$ cat config.mk
export PLATFORM = sky130hd
export DESIGN_NAME = multicycle_control_unit
export DESIGN_NICKNAME = d
export VERILOG_FILES = /design/src/rtl/riscv_ctrl_pkg.sv /design/src/rtl/multicycle_control_unit_alu_decoder.sv /design/src/rtl/multicycle_control_unit.sv
export SDC_FILE = /design/constraint.sdc
export NUM_CORES = 1
export LEC_CHECK = 0
export ABC_AREA = 1
export BUFFER_PORTS_ARGS = -buffer_cell sky130_fd_sc_hd__buf_2
export CAP_MARGIN = 10
export CELL_PAD_IN_SITES_DETAIL_PLACEMENT = 0
export CELL_PAD_IN_SITES_GLOBAL_PLACEMENT = 1
export CORE_ASPECT_RATIO = 1.1
export CORE_MARGIN = 2
export CORE_UTILIZATION = 40
export CTS_BUF_LIST = sky130_fd_sc_hd__clkbuf_8
export DETAILED_ROUTE_END_ITERATION = 10
export GPL_TIMING_DRIVEN = 0
export PLACE_DENSITY = 0.82
export SETUP_SLACK_MARGIN = 0.2
export SYNTH_ARGS = -nofsm -noshare
export SYNTH_HDL_FRONTEND = slang
export SYNTH_HIERARCHICAL = 1
export SYNTH_SLANG_ARGS = --single-unit
export TNS_END_PERCENT = 50
$ cat constraint.sdc
create_clock -name clk -period 2.8 [get_ports clk]
set_clock_uncertainty 0.1 [all_clocks]
set_input_delay 0.28 -clock clk [delete_from_list [all_inputs] [get_ports clk]]
set_output_delay 0.28 -clock clk [all_outputs]
set_load 0.005 [all_outputs]
$ cat src/rtl/riscv_ctrl_pkg.sv
// Shared encodings for the multicycle RV32I control unit: FSM states, opcodes,
// ALUOp / alu_control codes and datapath mux selects.
package riscv_ctrl_pkg;

  typedef enum logic [3:0] {
    S_FETCH,
    S_DECODE,
    S_MEMADR,
    S_MEMREAD,
    S_MEMWB,
    S_MEMWRITE,
    S_EXECR,
    S_EXECI,
    S_ALUWB,
    S_BRANCH,
    S_JAL,
    S_HALT
  } state_t;

  localparam logic [6:0] OP_LW  = 7'b0000011;
  localparam logic [6:0] OP_SW  = 7'b0100011;
  localparam logic [6:0] OP_R   = 7'b0110011;
  localparam logic [6:0] OP_I   = 7'b0010011;
  localparam logic [6:0] OP_BR  = 7'b1100011;
  localparam logic [6:0] OP_JAL = 7'b1101111;

  localparam logic [1:0] ALUOP_ADD   = 2'b00;
  localparam logic [1:0] ALUOP_SUB   = 2'b01;
  localparam logic [1:0] ALUOP_FUNCT = 2'b10;

  localparam logic [2:0] ALU_ADD = 3'b000;
  localparam logic [2:0] ALU_SUB = 3'b001;
  localparam logic [2:0] ALU_AND = 3'b010;
  localparam logic [2:0] ALU_OR  = 3'b011;
  localparam logic [2:0] ALU_SLT = 3'b101;

  // Selects not driven by a state default to the 00 encoding.
  localparam logic [1:0] RES_ALUOUT    = 2'b00;
  localparam logic [1:0] RES_DATA      = 2'b01;
  localparam logic [1:0] RES_ALURESULT = 2'b10;

  localparam logic [1:0] SRCA_PC    = 2'b00;
  localparam logic [1:0] SRCA_OLDPC = 2'b01;
  localparam logic [1:0] SRCA_RS1   = 2'b10;

  localparam logic [1:0] SRCB_RS2  = 2'b00;
  localparam logic [1:0] SRCB_IMM  = 2'b01;
  localparam logic [1:0] SRCB_FOUR = 2'b10;

  function automatic logic branch_taken(input logic [2:0] f3, input logic zero,
                                        input logic sign);
    case (f3)
      3'b000:  return zero;
      3'b001:  return ~zero;
      3'b100:  return sign;
      3'b101:  return ~sign;
      default: return 1'b0;
    endcase
  endfunction

  function automatic logic branch_f3_legal(input logic [2:0] f3);
    return (f3 == 3'b000) || (f3 == 3'b001) || (f3 == 3'b100) || (f3 == 3'b101);
  endfunction

endpackage

$ cat src/rtl/multicycle_control_unit_alu_decoder.sv
// Combinational ALU control decode from ALUOp and the instruction fields.
module alu_decoder
  import riscv_ctrl_pkg::*;
(
  input  logic [1:0] alu_op_i,
  input  logic       op5_i,
  input  logic [2:0] funct3_i,
  input  logic       funct7b5_i,
  output logic [2:0] alu_control_o
);

  always_comb begin
    alu_control_o = ALU_ADD;
    case (alu_op_i)
      ALUOP_ADD: alu_control_o = ALU_ADD;
      ALUOP_SUB: alu_control_o = ALU_SUB;
      ALUOP_FUNCT: begin
        // Only R-type uses funct7b5; for I-type that bit belongs to the immediate.
        case (funct3_i)
          3'b000:  alu_control_o = (op5_i & funct7b5_i) ? ALU_SUB : ALU_ADD;
          3'b010:  alu_control_o = ALU_SLT;
          3'b110:  alu_control_o = ALU_OR;
          3'b111:  alu_control_o = ALU_AND;
          default: alu_control_o = ALU_ADD;
        endcase
      end
      default: alu_control_o = ALU_ADD;
    endcase
  end

endmodule

$ cat src/rtl/multicycle_control_unit.sv
// Multicycle RV32I control FSM with memory handshake stalls and a retire counter.
// Optional ILLEGAL_TRAP_EN: illegal instructions halt the FSM and raise illegal_instr.
module multicycle_control_unit
  import riscv_ctrl_pkg::*;
#(
  parameter int RETIRE_CNT_W  = 32,
  parameter int MEM_HANDSHAKE = 1
) (
  input  logic                    clk,
  input  logic                    rst_n,
  input  logic [6:0]              opcode,
  input  logic [2:0]              funct3,
  input  logic                    funct7b5,
  input  logic                    zero_flag,
  input  logic                    sign_flag,
  input  logic                    mem_ready,
  output logic                    pc_write,
  output logic                    adr_src,
  output logic                    mem_write,
  output logic                    ir_write,
  output logic [1:0]              result_src,
  output logic [1:0]              alu_src_a,
  output logic [1:0]              alu_src_b,
  output logic                    reg_write,
  output logic [2:0]              alu_control,
  output logic                    instr_retired,
  output logic [RETIRE_CNT_W-1:0] retire_count
`ifdef ILLEGAL_TRAP_EN
  ,
  output logic                    illegal_instr
`endif
);

  localparam logic HS_BYPASS = (MEM_HANDSHAKE == 0);

  state_t                  state_q, state_d;
  logic                    armed_q;
  logic [RETIRE_CNT_W-1:0] retire_count_q;

  logic ready;
  logic is_lw, is_sw, is_r, is_i, is_br, is_jal, illegal;
  logic [1:0] alu_op;
  logic pc_write_raw, mem_write_raw, ir_write_raw, reg_write_raw, retire_raw;

  assign ready  = mem_ready | HS_BYPASS;
  assign is_lw  = (opcode == OP_LW);
  assign is_sw  = (opcode == OP_SW);
  assign is_r   = (opcode == OP_R);
  assign is_i   = (opcode == OP_I);
  assign is_br  = (opcode == OP_BR);
  assign is_jal = (opcode == OP_JAL);

`ifdef ILLEGAL_TRAP_EN
  assign illegal = ~(is_lw | is_sw | is_r | is_i | is_br | is_jal) |
                   (is_br & ~branch_f3_legal(funct3));
`else
  assign illegal = ~(is_lw | is_sw | is_r | is_i | is_br | is_jal);
`endif

  // armed_q stays low through reset and the first cycle after release, so no
  // write enable or FETCH advance can happen until the datapath has settled.
  always_ff @(posedge clk or negedge rst_n) begin
    if (!rst_n) begin
      state_q        <= S_FETCH;
      armed_q        <= 1'b0;
      retire_count_q <= '0;
    end else begin
      state_q <= state_d;
      armed_q <= 1'b1;
      if (instr_retired) retire_count_q <= retire_count_q + RETIRE_CNT_W'(1);
    end
  end

  always_comb begin
    state_d       = state_q;
    adr_src       = 1'b0;
    result_src    = RES_ALUOUT;
    alu_src_a     = SRCA_PC;
    alu_src_b     = SRCB_RS2;
    alu_op        = ALUOP_ADD;
    pc_write_raw  = 1'b0;
    mem_write_raw = 1'b0;
    ir_write_raw  = 1'b0;
    reg_write_raw = 1'b0;
    retire_raw    = 1'b0;
    case (state_q)
      S_FETCH: begin
        alu_src_b    = SRCB_FOUR;
        result_src   = RES_ALURESULT;
        ir_write_raw = ready;
        pc_write_raw = ready;
        if (ready && armed_q) state_d = S_DECODE;
      end
      S_DECODE: begin
        // Branch target is computed here and parked in ALUOut.
        alu_src_a = SRCA_OLDPC;
        alu_src_b = SRCB_IMM;
        if (illegal) begin
`ifdef ILLEGAL_TRAP_EN
          state_d = S_HALT;
`else
          retire_raw = 1'b1;
          state_d    = S_FETCH;
`endif
        end else if (is_lw || is_sw) state_d = S_MEMADR;
        else if (is_r)               state_d = S_EXECR;
        else if (is_i)               state_d = S_EXECI;
        else if (is_br)              state_d = S_BRANCH;
        else                         state_d = S_JAL;
      end
      S_MEMADR: begin
        alu_src_a = SRCA_RS1;
        alu_src_b = SRCB_IMM;
        if (is_lw)      state_d = S_MEMREAD;
        else if (is_sw) state_d = S_MEMWRITE;
        else            state_d = S_FETCH;
      end
      S_MEMREAD: begin
        adr_src = 1'b1;
        if (ready) state_d = S_MEMWB;
      end
      S_MEMWB: begin
        result_src    = RES_DATA;
        reg_write_raw = 1'b1;
        retire_raw    = 1'b1;
        state_d       = S_FETCH;
      end
      S_MEMWRITE: begin
        adr_src       = 1'b1;
        mem_write_raw = 1'b1;
        if (ready) begin
          retire_raw = 1'b1;
          state_d    = S_FETCH;
        end
      end
      S_EXECR: begin
        alu_src_a = SRCA_RS1;
        alu_src_b = SRCB_RS2;
        alu_op    = ALUOP_FUNCT;
        state_d   = S_ALUWB;
      end
      S_EXECI: begin
        alu_src_a = SRCA_RS1;
        alu_src_b = SRCB_IMM;
        alu_op    = ALUOP_FUNCT;
        state_d   = S_ALUWB;
      end
      S_ALUWB: begin
        result_src    = RES_ALUOUT;
        reg_write_raw = 1'b1;
        retire_raw    = 1'b1;
        state_d       = S_FETCH;
      end
      S_BRANCH: begin
        alu_src_a    = SRCA_RS1;
        alu_src_b    = SRCB_RS2;
        alu_op       = ALUOP_SUB;
        pc_write_raw = branch_taken(funct3, zero_flag, sign_flag);
        retire_raw   = 1'b1;
        state_d      = S_FETCH;
      end
      S_JAL: begin
        // Loads PC with the target from ALUOut while PC+4 goes to ALUWB for rd.
        alu_src_a    = SRCA_OLDPC;
        alu_src_b    = SRCB_FOUR;
        pc_write_raw = 1'b1;
        state_d      = S_ALUWB;
      end
      S_HALT:  state_d = S_HALT;
      default: state_d = S_FETCH;
    endcase
  end

  alu_decoder u_alu_decoder (
    .alu_op_i     (alu_op),
    .op5_i        (opcode[5]),
    .funct3_i     (funct3),
    .funct7b5_i   (funct7b5),
    .alu_control_o(alu_control)
  );

  assign pc_write      = pc_write_raw  & armed_q;
  assign mem_write     = mem_write_raw & armed_q;
  assign ir_write      = ir_write_raw  & armed_q;
  assign reg_write     = reg_write_raw & armed_q;
  assign instr_retired = retire_raw    & armed_q;
  assign retire_count  = retire_count_q;

`ifdef ILLEGAL_TRAP_EN
  assign illegal_instr = (state_q == S_HALT);
`endif

endmodule

# After elaboration in Yosys (flattened, before gate mapping)
# Cells that the tools add are included.
[word_totals] elab_cells=86 regBits=37 out_inout_bits=47 in_bits=16
[op_classes] n_eq_ne=28 n_bitwise=13 reduce_logical=14 addsub=1 mux=27
[ops] cell="32-bit by 1-bit adder with 32-bit output, second input constant" n=1
[ops] cell="4-bit 2-to-1 mux" n=7
[ops] cell="4-bit case mux with 7 select lines" n=1
[ops] cell="4-bit by 3-bit == test with 1-bit output, second input constant" n=4
[ops] cell="4-bit == test, second input constant" n=4
[ops] cell="2-bit case mux with 2 select lines" n=4
[ops] cell="7-bit by 6-bit == test with 1-bit output, second input constant" n=2
[ops] cell="7-bit == test, second input constant" n=2
[ops] cell="3-bit == test, second input constant" n=4
[ops] cell="3-bit case mux with 4 select lines" n=1
[ops] cell="2-bit OR reduction" n=5
[ops] cell="3-bit OR reduction" n=3
[ops] cell="4-bit by 2-bit == test with 1-bit output, second input constant" n=2
[ops] cell="7-bit by 2-bit == test with 1-bit output, second input constant" n=1
[ops] cell="7-bit by 5-bit == test with 1-bit output, second input constant" n=1
[ops] cell="1-bit 2-to-1 mux" n=7
[ops] cell="1-bit AND" n=6
[ops] cell="3-bit 2-to-1 mux" n=2
[ops] cell="2-bit inequality test, second input constant" n=3
[ops] cell="1-bit case mux with 3 select lines" n=2
[ops] cell="3-bit case mux with 2 select lines" n=1
[ops] cell="1-bit OR" n=5
[ops] cell="4-bit by 1-bit == test with 1-bit output, second input constant" n=1
[ops] cell="4-bit zero test" n=1
[ops] cell="12 further kinds" n=13

# Logic depth before layout (Yosys ltp)
[logic_depth] ltp_word=9 depth_mapped=11 ltp_nobuf=10

# By module
# The synthesis kept the hierarchy.
[by_module_without_submodules] mod="multicycle_control_unit" seq_area_each_um2=925.9 instances=1 cells_per_inst=430 area_each_um2=2741.4
[by_module_without_submodules] mod="alu_decoder" seq_area_each_um2=0.0 instances=1 cells_per_inst=17 area_each_um2=91.3

# Least setup slack after synthesis
# No wires, ideal clock.
[synth_timing] kind="reg-to-output" startpoint="reg state_q[1]" endpoint="out alu_control[2]" n_path_buf=0 required_time_ns=2.420 path_stages_with_launch=9 path_slack_ns=1.029 arrival_ns=1.391 path_cell_list="dfrtp_1 -> nor2_2 -> inv_2 -> nor2_4 -> inv_1 -> ha_1 -> inv_1 -> nand4_1 -> nor2_1"
[synth_via] elab_chain_len=5 word_cells_on_any_way=8 classes_between="5 x eq/ne; 2 x mux; 1 x reduce/logical"
[synth_lines] item="from (decl)" line="multicycle_control_unit.sv:36" source="state_t state_q, state_d;"
[synth_lines] item="from (signal assigned)" line="multicycle_control_unit.sv:68" source="state_q <= state_d;"
[synth_lines] item="4-bit by 3-bit == test with 1-bit output" line="multicycle_control_unit.sv:86" source="case (state_q)"
[synth_lines] item="2-bit OR reduction (no line)"
[synth_lines] item="2-bit case mux with 2 select lines *" line="multicycle_control_unit.sv:86"
[synth_lines] item="named net alu_op[0]" line="multicycle_control_unit.sv:42" source="logic [1:0] alu_op;"
[synth_lines] item="2-bit == test / 2-bit by 1-bit == test with 1-bit output (equally long branches)" line="multicycle_control_unit_alu_decoder.sv:14" source="case (alu_op_i)"
[synth_lines] item="3-bit case mux with 2 select lines *" line="multicycle_control_unit_alu_decoder.sv:14"
[synth_lines] item="to (decl)" line="multicycle_control_unit.sv:25" source="output logic [2:0] alu_control,"
# Mark *: on every way through the listed nets, which the timed path passes. The rest lies on a longest branch.

# Worst setup path in the final report
[layout_timing] startpoint="reg state_q[1]" endpoint="out alu_control[0]"
# The elaborated chain is that of the path after synthesis.

==> metrics.cfg <==
[power]
power_report.internal_total_w = 0.0009449
pwr-share-comb = 0.339
power_leakage_nw = 1.800
p_sw_w = 0.0005876
power_density_mw_per_mm2 = 459.4
power_frac_seq = 0.405
net_switching_share_of_the_total_power = 0.3834
power_frac_clock = 0.256
vdd_drop_max_mv = 0.2176

[grt]
grt_usage = 0.2039
wire_length_of_the_first_global_routing_pass_mm = 12.81
number_of_antenna_violations_at_the_first_check_in_global_routing = 0
grt_start_max_net_pins = 38
grt_pass1_vias = 2739
overflow = 0

[clocking]
post_cts_hold_buffer_count = 0
cts.repair_timing.setup_buffer_count = 0
cts-buffers-inserted = 5
clkTransAtPathRegs_ns = 0.08
cts_num_sinks = 37
postCtsResizedCells = 0
cts.path.max_buffers = 2
root_buffer = clkbuf_8
cts_tree = yes
clkLatencyLatePin_ns = 0.29
clock_tree.htree_level_count = 2

[floorplanning]
coreArea_sq_mm = 0.006927
die_area_sq_mm = 0.007772
std_cell_rows = 32
die_width_um = 84.24
start_util = 0.4090
io_pins = 63
chipHeight_um = 92.26

[logic_synthesis]
post_syn_area_per_cell_sq_um = 6.337
yosysUniqueCellTypes = 31
synth-seq-area-share = 0.3269
netlist_instances = 447
syn_nets = 466
synthDominantAreaCellType = dfrtp_1
netlist_area_pre_place_sq_mm = 0.002833
yosysWarnings = 6
ys_seq_elements = 37
synth_top_area_frac = 0.3269
synth_top_cells_by_area = dfrtp_1 33%, nand2_1 25%, nor2_1 8.7%

[setup_path]
r2r_end = retire_count[26]
worstSetupPathType = reg -> out
worstPathRequired_ns = 2.42
critPathArrivalTime_ns = 2.00
critical_path.startpoint_type = flip-flop
r2r-start = retire_count[0]
setup.worst_path.end_class = output port
timing.reg2reg.worst_path_depth = 10
path_max_fanout = 5
worst-r2r-setup-slack_ns = 0.79

[final_layout]
most-common-layout-cells = 188 x nand2_1, 66 x nor2_1, 64 x buf_2, 40 x nand3_1, 37 x dfrtp_1
fillerInstances = 785
layout_commonest_cell = nand2_1
layoutNonFillerInstCount = 601
synthToLayoutAreaGrowth_pct = 17.76
layout.nets = 535
layout-drive-gt1-share = 0.1919
insertedDiodeCount = 0

[timing]
period_minus_slack_ns = 2.383
slew_headroom = 0.4297
final_slew_viol_count = 0
setup_ws_ns = 0.4166
final.setup.tns_ns = 0
fin_crit_sh = 0.8512
fmax_mhz = 419.6
final_setup_vio_count = 0
fin_worst_hold_slack_ns = -0.008941
max_slew.worst_pin.slew_ns = 0.8555
unrepaired_setup_endpoints_after_global_routing = no
finalHoldViolCount = 24

[placed_design]
dp.cells = 594
port_buffers = 62
gp_routability_congestion = 0.9138
dpl_worst_slack_ns = 0.7802
post-dp-hpwl_mm = 5.992

[run_status]
run_status = complete, but fails checks
failed_checks = negative hold slack

[routing]
post_drt_via_cell_ratio = 4.882
drt.antenna.violating_nets = 0
firstDrtPassIters = 4
drt-initial-drc-count = 124
drc_errors = 0
finalWirelength_mm = 7.627
routed_via_count = 2934
drt-wirelength-per-cell_um = 12.69

[min_path]
min-delay-path-class = in -> async

[run]
timing.max_cap.violations = 0

worst max-delay path, cell delays in order, from the launching register on:
cell and delay [ns]:
dfrtp_1 0.42, nand2_1 0.13, a21oi_1 0.42, ha_1 0.34, inv_1 0.08, nand4_1 0.11, nand3_1 0.10, buf_2 0.11
worst max-delay path by stage:
stage | slack, ns | endpoint | depth (start not counted) | startpoint
3_3_place_gp | 0.78 | alu_control[2] | 7 | state_q[1]
5_1_grt | 0.30 | alu_control[0] | 7 | state_q[1]
3_5_place_dp | 0.78 | alu_control[2] | 7 | state_q[1]
2_1_floorplan | 1.03 | alu_control[2] | 8 | state_q[1]
6_report | 0.42 | alu_control[0] | 7 | state_q[1]
4_1_cts | 0.45 | alu_control[2] | 7 | state_q[1]
cell families (layout without fill, tap and decap cells):
family,Yosys count,in the layout,share of synthesized area
AO/OA/AOI/OAI,13,13,0.02650
XOR/XNOR,16,16,0.04947
adder cells (fa/ha/maj),3,3,0.01325
buffers and inverters,44,113,0.06846
flip-flops,37,37,0.3269
other,1,1,0.001324
AND/OR/NAND/NOR,333,333,0.5141
routing by layer:
layer	routed length (um)	vias to the layer above	global-route usage
met5	0	-	0
met4	128	0	0.07124
met3	321	8	0.02070
met2	3769	74	0.3604
met1	3408	1315	0.2569
li1	-	1537	-
flip-flops by register name, summed over array words and instances (netlist names):
signal,cells
retire_count,32
state_q,4
armed_q,1
cell type report:
| type | count | area [sq um] | area share |
|---|---|---|---|
| Inverter | 34 | 127.6 | 0.03826 |
| Timing Repair Buffer | 62 | 310.3 | 0.09302 |
| Clock buffer | 6 | 82.58 | 0.02476 |
| Multi-Input combinational cell | 366 | 1713 | 0.5135 |
| Tap cell | 85 | 106.4 | 0.03188 |
| Clock inverter | 1 | 3.754 | 0.001125 |
| Sequential cell | 37 | 925.9 | 0.2776 |
| Buffer | 10 | 66.31 | 0.01988 |
synthesized netlist by cell type:
cell type,count
a21oi_2,1
buf_2,2
xor2_1,12
nand3_2,1
nand3b_1,16
o211ai_1,2
nand3_1,40
clkbuf_1,4
nand2_4,2
inv_2,8
nor2_1,66
o21ai_0,6
nand2_1,188
nor2_2,7
nand2_2,2
buf_6,3
a31oi_1,1
conb_1,1
and3_1,1
inv_1,26
xnor2_1,4
ha_1,3
nor3_4,1
nor3b_1,1
a21oi_1,2
nor2_4,3
dfrtp_1,37
nand4_1,4
nor3_1,1
o21ai_1,1
buf_4,1
power by group through the flow:
stage / combinational (W) / clock [W] / sequential (W)
final: 0.000519 / 0.000392 / 0.000621
after global routing: 0.000585 / 0.000424 / 0.000629
after CTS: 0.000530 / 0.000401 / 0.000622
after detailed placement: 0.000528 / 0 / 0.000632
after global placement: 0.000519 / 0 / 0.000633
after floorplan: 0.000346 / 0 / 0.000624
per-stage QoR:
stage	instance area [sq um]	total power [W]	utilization	hold WS (ns)
final	3336	0.001532	0.4816	-0.008941
after detailed placement	3249	0.001160	0.4691	0.3490
after CTS	3336	0.001552	0.4816	0.03448
after floorplan	2833	0.0009699	-	-0.1156
after global routing	3336	0.001638	0.4816	0.05916
after global placement	3249	0.001152	0.4691	0.3354
No activity file was read; power rests on OpenSTA's default activity.
